<file path="src/rtl/countdown_pkg.sv">
// Shared types and helpers for the countdown arbiter.
// Abort-on-drop is enabled by COUNTDOWN_ARBITER_ABORT_EN.
package countdown_pkg;

  typedef enum logic [1:0] {
    IDLE,
    LOAD,
    COUNT,
    DONE
  } state_t;

  localparam int N_REQ_DEF = 4;
  localparam int CNT_W_DEF = 4;

  // First set bit above last, wrapping; last itself is lowest priority.
  function automatic logic [2:0] rr_pick(
    input logic [7:0] r,
    input logic [2:0] last,
    input int         n
  );
    logic [2:0] pick;
    logic [2:0] j;
    pick = last;
    for (int i = n; i >= 1; i--) begin
      j = 3'((int'(last) + i) % n);
      if (r[j]) pick = j;
    end
    return pick;
  endfunction

endpackage

</file>
<file path="src/rtl/cd_datapath.sv">
// Shared down-counter: load, decrement and zero flag.
// Resets to all-ones.
module cd_datapath
  import countdown_pkg::*;
#(
  parameter int CNT_W = CNT_W_DEF
) (
  input  logic             clk,
  input  logic             rst,
  input  logic             load,
  input  logic             dec,
  input  logic [CNT_W-1:0] value,
  output logic [CNT_W-1:0] count,
  output logic             zero
);

  always_ff @(posedge clk or posedge rst) begin
    if (rst)       count <= '1;
    else if (load) count <= value;
    else if (dec)  count <= count - 1'b1;
  end

  assign zero = (count == '0);

endmodule

</file>
<file path="src/rtl/countdown_arbiter.sv">
// Round-robin arbiter sharing one down-counter among requesters.
// Define COUNTDOWN_ARBITER_ABORT_EN to let the owner abort by dropping req.
module countdown_arbiter
  import countdown_pkg::*;
#(
  parameter int N_REQ = N_REQ_DEF,
  parameter int CNT_W = CNT_W_DEF
) (
  input  logic                   clk,
  input  logic                   rst,
  input  logic [N_REQ-1:0]       req,
  input  logic [N_REQ*CNT_W-1:0] len,
  output logic [N_REQ-1:0]       grant,
  output logic [N_REQ-1:0]       done,
  output logic                   busy,
  output logic [CNT_W-1:0]       count
);

  localparam int IDX_W = $clog2(N_REQ);

  state_t           state;
  logic [IDX_W-1:0] idx;
  logic [IDX_W-1:0] last;
  logic [IDX_W-1:0] pick;
  logic             keep;
  logic             load;
  logic             dec;
  logic             zero;
  logic [CNT_W-1:0] value;

  assign pick = IDX_W'(rr_pick(8'(req), 3'(last), N_REQ));

`ifdef COUNTDOWN_ARBITER_ABORT_EN
  assign keep = req[idx];
`else
  assign keep = 1'b1;
`endif

  assign value = len[idx*CNT_W +: CNT_W];
  assign load  = (state == LOAD) && keep;
  assign dec   = (state == COUNT) && keep && !zero;

  always_ff @(posedge clk or posedge rst) begin
    if (rst) begin
      state <= IDLE;
      idx   <= '0;
      last  <= IDX_W'(N_REQ - 1);
      grant <= '0;
      done  <= '0;
      busy  <= 1'b0;
    end else begin
      unique case (state)
        IDLE: begin
          if (|req) begin
            idx   <= pick;
            grant <= {{(N_REQ-1){1'b0}}, 1'b1} << pick;
            busy  <= 1'b1;
            state <= LOAD;
          end
        end
        LOAD, COUNT: begin
          if (!keep) begin
            grant <= '0;
            busy  <= 1'b0;
            last  <= idx;
            state <= IDLE;
          end else if (state == LOAD) begin
            state <= COUNT;
          end else if (zero) begin
            done  <= grant;
            state <= DONE;
          end
        end
        DONE: begin
          done  <= '0;
          grant <= '0;
          busy  <= 1'b0;
          last  <= idx;
          state <= IDLE;
        end
        default: state <= IDLE;
      endcase
    end
  end

  cd_datapath #(
    .CNT_W(CNT_W)
  ) u_dp (
    .clk  (clk),
    .rst  (rst),
    .load (load),
    .dec  (dec),
    .value(value),
    .count(count),
    .zero (zero)
  );

endmodule
</file>
<file path="config.mk">
export PLATFORM = sky130hd
export DESIGN_NAME = countdown_arbiter
export DESIGN_NICKNAME = d
export VERILOG_FILES = /design/src/rtl/countdown_pkg.sv /design/src/rtl/cd_datapath.sv /design/src/rtl/countdown_arbiter.sv
export SDC_FILE = /design/constraint.sdc
export NUM_CORES = 1
export LEC_CHECK = 0
export BUFFER_PORTS_ARGS = -buffer_cell sky130_fd_sc_hd__buf_2
export CORE_MARGIN = 8
export CORE_UTILIZATION = 50
export DETAILED_ROUTE_END_ITERATION = 8
export PLACE_DENSITY = 0.78
export SYNTH_ARGS = -nofsm -noshare
export SYNTH_HDL_FRONTEND = slang
export SYNTH_HIERARCHICAL = 1
export SYNTH_SLANG_ARGS = --single-unit
</file>
<file path="constraint.sdc">
create_clock -name clk -period 6.5 [get_ports clk]
set_clock_uncertainty 0.2 [all_clocks]
set_input_delay 0.65 -clock clk [delete_from_list [all_inputs] [get_ports clk]]
set_output_delay 0.65 -clock clk [all_outputs]
set_load 0.005 [all_outputs]
</file>
; Word-level counts from Yosys, hierarchy flattened
; Cells that the tools add are included.
[op_classes]
mux = 25
n_shift = 2
order_cmp = 4
n_reduce_logical = 16
n_eq_ne = 7
n_bitwise = 5
n_addsub = 5
[ops]
columns = cell, count
row1 = $mux 4, 5
row2 = $lt 3x4->1 const B, 4
row3 = $pmux 4 s2, 2
row4 = $shiftx 16x5->4, 1
row5 = $mux 2, 7
row6 = $bmux 1 s3, 4
row7 = $reduce_or 2->1, 5
row8 = $ne 2x2->1 const B, 3
row9 = $pmux 2 s3, 1
row10 = $reduce_and 2->1, 3
row11 = $mux 1, 5
row12 = $add 2x1->2 const B, 2
row13 = $add 2x2->2 const B, 2
row14 = $and 1x1->1 const A, 4
row15 = $eq 2x2->1 const B, 2
row16 = $logic_not 4->1, 1
row17 = $reduce_bool 2->1, 2
row18 = $reduce_or 4->1, 1
row19 = $shl 1x2->4 const A, 1
row20 = $sub 4x1->4 const B, 1
row21 = $ne 3x3->1 const B, 1
row22 = $reduce_and 3->1, 1
row23 = $eq 2x1->1 const B, 1
row24 = $logic_not 2->1, 1
row25 = other kinds (4), 4
[word_totals]
register_bits = 19
inputBits = 22
word_cells = 71

; Longest topological paths before layout
[logic_depth]
word_depth = 12
mapped_depth = 7
ltp_nobuf = 7

; By module
; The synthesis kept the hierarchy.
[modules_own_cells]
columns = mod, cells_per_inst, area_each_um2, n_inst
row1 = countdown_arbiter, 84, 920.9, 1
row2 = cd_datapath, 23, 236.5, 1

; Least setup slack after synthesis
; OpenSTA, ideal clock, no wires.
[synth_path]
kind = register to register
start = register u_dp.count[0]
end = register u_dp.count[3]
required_ns = 6.218
stages_incl_launch_ff = 8
period_less_slack_ns = 2.076
t_arrival_ns = 1.794
n_path_buf = 0
setup_slack_ns = 4.424
path_cell_list = dfstp_2 inv_1 ha_1 nor3b_1 nor2b_1 nor4b_4 xor2_1 mux2_2
[synth_between]
elab_chain_cells = 4
elab_cells_between_ends = 7
[synth_lines]
columns = item, line_no
row1 = "start, declared", cd_datapath.sv:13  ; output logic [CNT_W-1:0] count,
row2 = "start signal, assigned", cd_datapath.sv:19  ; else if (load) count <= value;
row3 = "start signal, assigned", cd_datapath.sv:20  ; else if (dec) count <= count - 1'b1;
row4 = $logic_not 4->1, cd_datapath.sv:23  ; assign zero = (count == '0);
row5 = named net zero, countdown_arbiter.sv:28  ; logic zero;
row6 = $logic_not 1->1, countdown_arbiter.sv:41  ; assign dec = (state == COUNT) && keep && !zero;
row7 = $logic_and 1x1->1, countdown_arbiter.sv:41
row8 = named net dec, countdown_arbiter.sv:27  ; logic dec;
row9 = $reduce_bool 2->1 (no source line), -
; The timed path passes the listed nets, and every way through them passes these cells. The select of a mux whose other input is x is not followed.
; A chain may end at the register's enable or synchronous reset.

; Final worst setup path
; Ends and elaborated chain as after synthesis.

==> flow_summary.ini <==
[floorplanning]
fp.coreArea_sq_um = 2191
die_y_um = 64.11
io_pins = 35
rows = 17
initial_core_util_pct = 52.83
die_w_um = 64.11
die_area_sq_um = 4110

[yosys]
synth-main-ff-cell = dfrtp_1
async_flop_share_pct = 100.0
synth_cells = 107
synth_nets = 134
synth_area_per_cell_sq_um = 10.82
seq_area_frac_synth_pct = 41.73
ys_types = 32
synth_warnings = 6
synth-edff-count = 0
ys_seq_elements = 19
syn-cell-area_sq_um = 1157

[run_status]
outcome = complete, no violations

[cts]
clock-sinks = 19
worstSkewPairLatency_ps = 290
clockBufferDepth = 2
clk_pin_slew_ps = 110
htreeDepth = 1
post_cts_resized = 0
cts_root_buffer = clkbuf_4
cts_buffers = 3
cts_tree = done
post-cts-setup-buffers = 0
holdBufCountCts = 0

[layout]
final_common_cell = buf_2
fin_nets = 170
num-fill-cells = 191
drive_above_1_share_pct = 41.55
area_growth_pct = 18.81
num_antenna_cells = 0
final_cell_mix = buf_2 (34), nand2_1 (16), dfrtp_1 (13), o21ai_0 (10), inv_1 (7)

[route]
wl_per_cell_um = 15.38
firstDrtPassIters = 4
drcViolationCount = 0
initialDrtViolationCount = 25
via_per_inst = 5.418
antenna_left = 0
vias = 921
drt_wl_total_mm = 2.615

[placed_design]
place_congestion = 0.7679
io_buffers = 34
dp_hpwl_mm = 2.130
pre_cts_ws_ps = 4271

[job]
maxCapViolCount = 0

[timing]
min_period_ps = 2241
setup_ws_ps = 4259
fin_crit_sh_pct = 34.48
max_clock_freq_ghz = 0.4461
max_slew_margin_pct = 61.82
tns_ps = 0
final_max_slew_viol_count = 0
finalHoldViolCount = 0
rsz0062_at_grt = no
worstMarginPinSlew_ps = 572.0
setup_viol_count_final = 0

[critical_path]
r2r_slack_ps = 4260
cp_slowest_stage_delay_ps = 590
r2r-start = u_dp/count[0]$_DFFE_PP1P_
required_ps = 6530
end_kind = register
critPathArrivalTime_ps = 2270
r2r-end = u_dp/count[3]$_DFFE_PP1P_
path_max_fanout = 5
reg2regPathDepth = 7
crit_slowest_cell = dfstp_2
path_cells = inv_1 -> ha_1 -> nor3b_1 -> nor2b_1 -> nor4b_4 -> xor2_1 -> mux2_2
critPathKind = register to register
start_kind = register

[grt]
globalRouteOverflowTotal = 0
grt_antenna_before_repair = 0
grt_pass1_vias = 1039
grt_use_total_pct = 13.47
grt_pass1_wl_mm = 4.540
grt_max_degree = 16

[hold_path]
hold_class = input port to asynchronous set/reset pin

[power_and_ir_drop]
powerDensity_nw_per_um2 = 484.0
vdd_drop_max_uv = 260.1
p_leak_nw = 0.6376
==> registers in the layout, summed over array words and instances, names as in the netlist <==
register,flops
grant,4
state,2
busy,1
done,4
u_dp/count,4
idx,2
last,2
==> report_power, final <==
| part | switching, W | internal, W | total (W) |
|---|---|---|---|
| Combinational | 0.000177 | 0.000176 | 0.000353 |
| Clock | 0.0000360 | 0.0000229 | 0.0000589 |
| Sequential | 0.0000636 | 0.000190 | 0.000254 |
| Total | 0.000277 | 0.000389 | 0.000666 |
==> Yosys cell counts (2+ instances only) <==
library cell	number	area share, %
a21o_1	2	1.3
a21oi_1	4	1.7
a22oi_1	3	1.9
buf_2	3	1.3
dfrtp_1	13	28
dfstp_2	6	14
ha_1	5	5.4
inv_1	7	2.3
mux2_2	5	4.9
mux4_2	4	7.8
nand2_1	16	5.2
nand2b_1	5	2.7
nor2_1	2	0.65
nor3_2	2	1.7
nor3b_1	3	1.9
o21ai_0	10	4.3
xor2_1	2	1.5
==> routing by layer <==
layer | up-vias | global-route usage, % | routed length [um]
met1 | 450 | 14.39 | 1053
met4 | 0 | 4.087 | 14
met5 | - | 0 | 0
met2 | 16 | 25.85 | 1465
met3 | 2 | 2.613 | 83
li1 | 453 | - | -
==> worst max path at each step <==
stage	from	end	cells past startpoint
3_3_place_gp	u_dp/count[0]$_DFFE_PP1P_	u_dp/count[3]$_DFFE_PP1P_	7
3_5_place_dp	u_dp/count[0]$_DFFE_PP1P_	u_dp/count[3]$_DFFE_PP1P_	7
6_report	u_dp/count[0]$_DFFE_PP1P_	u_dp/count[3]$_DFFE_PP1P_	7
2_1_floorplan	u_dp/count[0]$_DFFE_PP1P_	u_dp/count[3]$_DFFE_PP1P_	7
5_1_grt	u_dp/count[0]$_DFFE_PP1P_	u_dp/count[3]$_DFFE_PP1P_	7
4_1_cts	u_dp/count[0]$_DFFE_PP1P_	u_dp/count[3]$_DFFE_PP1P_	7
==> critical path, delay by kind of cell, from the launching register on <==
| kind | cells | cell delay [ps] |
|---|---|---|
| mux | 1 | 260 |
| fa+ha+maj | 1 | 210 |
| simple gates | 3 | 770 |
| buf+inv | 1 | 60 |
| xor+xnor | 1 | 90 |
| flops | 1 | 590 |
==> cell families after synthesis <==
kind of cell / share of synthesized area, %
AO/OA/AOI/OAI: 15.78
XOR/XNOR: 2.271
adder cells (fa/ha/maj): 5.405
buffers and inverters: 3.568
flip-flops: 41.73
multiplexers: 13.51
AND/OR/NAND/NOR: 17.73
==> stage by stage <==
stage / total power [W] / std cells / cell area [sq um] / hold WS, ps / utilization, %
2_1_floorplan: 0.0005118 / 107 / 1157 / 274.0 / -
3_3_place_gp: 0.0005940 / 166 / 1348 / 260.1 / 61.51
3_5_place_dp: 0.0006108 / 166 / 1348 / 267.8 / 61.51
4_1_cts: 0.0006712 / 170 / 1375 / 224.5 / 62.76
5_1_grt: 0.0007247 / 170 / 1375 / 251.5 / 62.76
6_report: 0.0006656 / 170 / 1375 / 207.0 / 62.76
==> final cells by class <==
| cell class | instances | area (sq um) | share of cell area (%) |
|---|---|---|---|
| Clock inverter | 1 | 5.005 | 0.3640 |
| Multi-Input combinational cell | 78 | 633.1 | 46.04 |
| Clock buffer | 3 | 22.52 | 1.638 |
| Inverter | 7 | 26.28 | 1.911 |
| Timing Repair Buffer | 34 | 170.2 | 12.37 |
| Tap cell | 28 | 35.03 | 2.548 |
| Sequential cell | 19 | 483.0 | 35.12 |
Note: power is estimated with default switching activity, not from simulation.
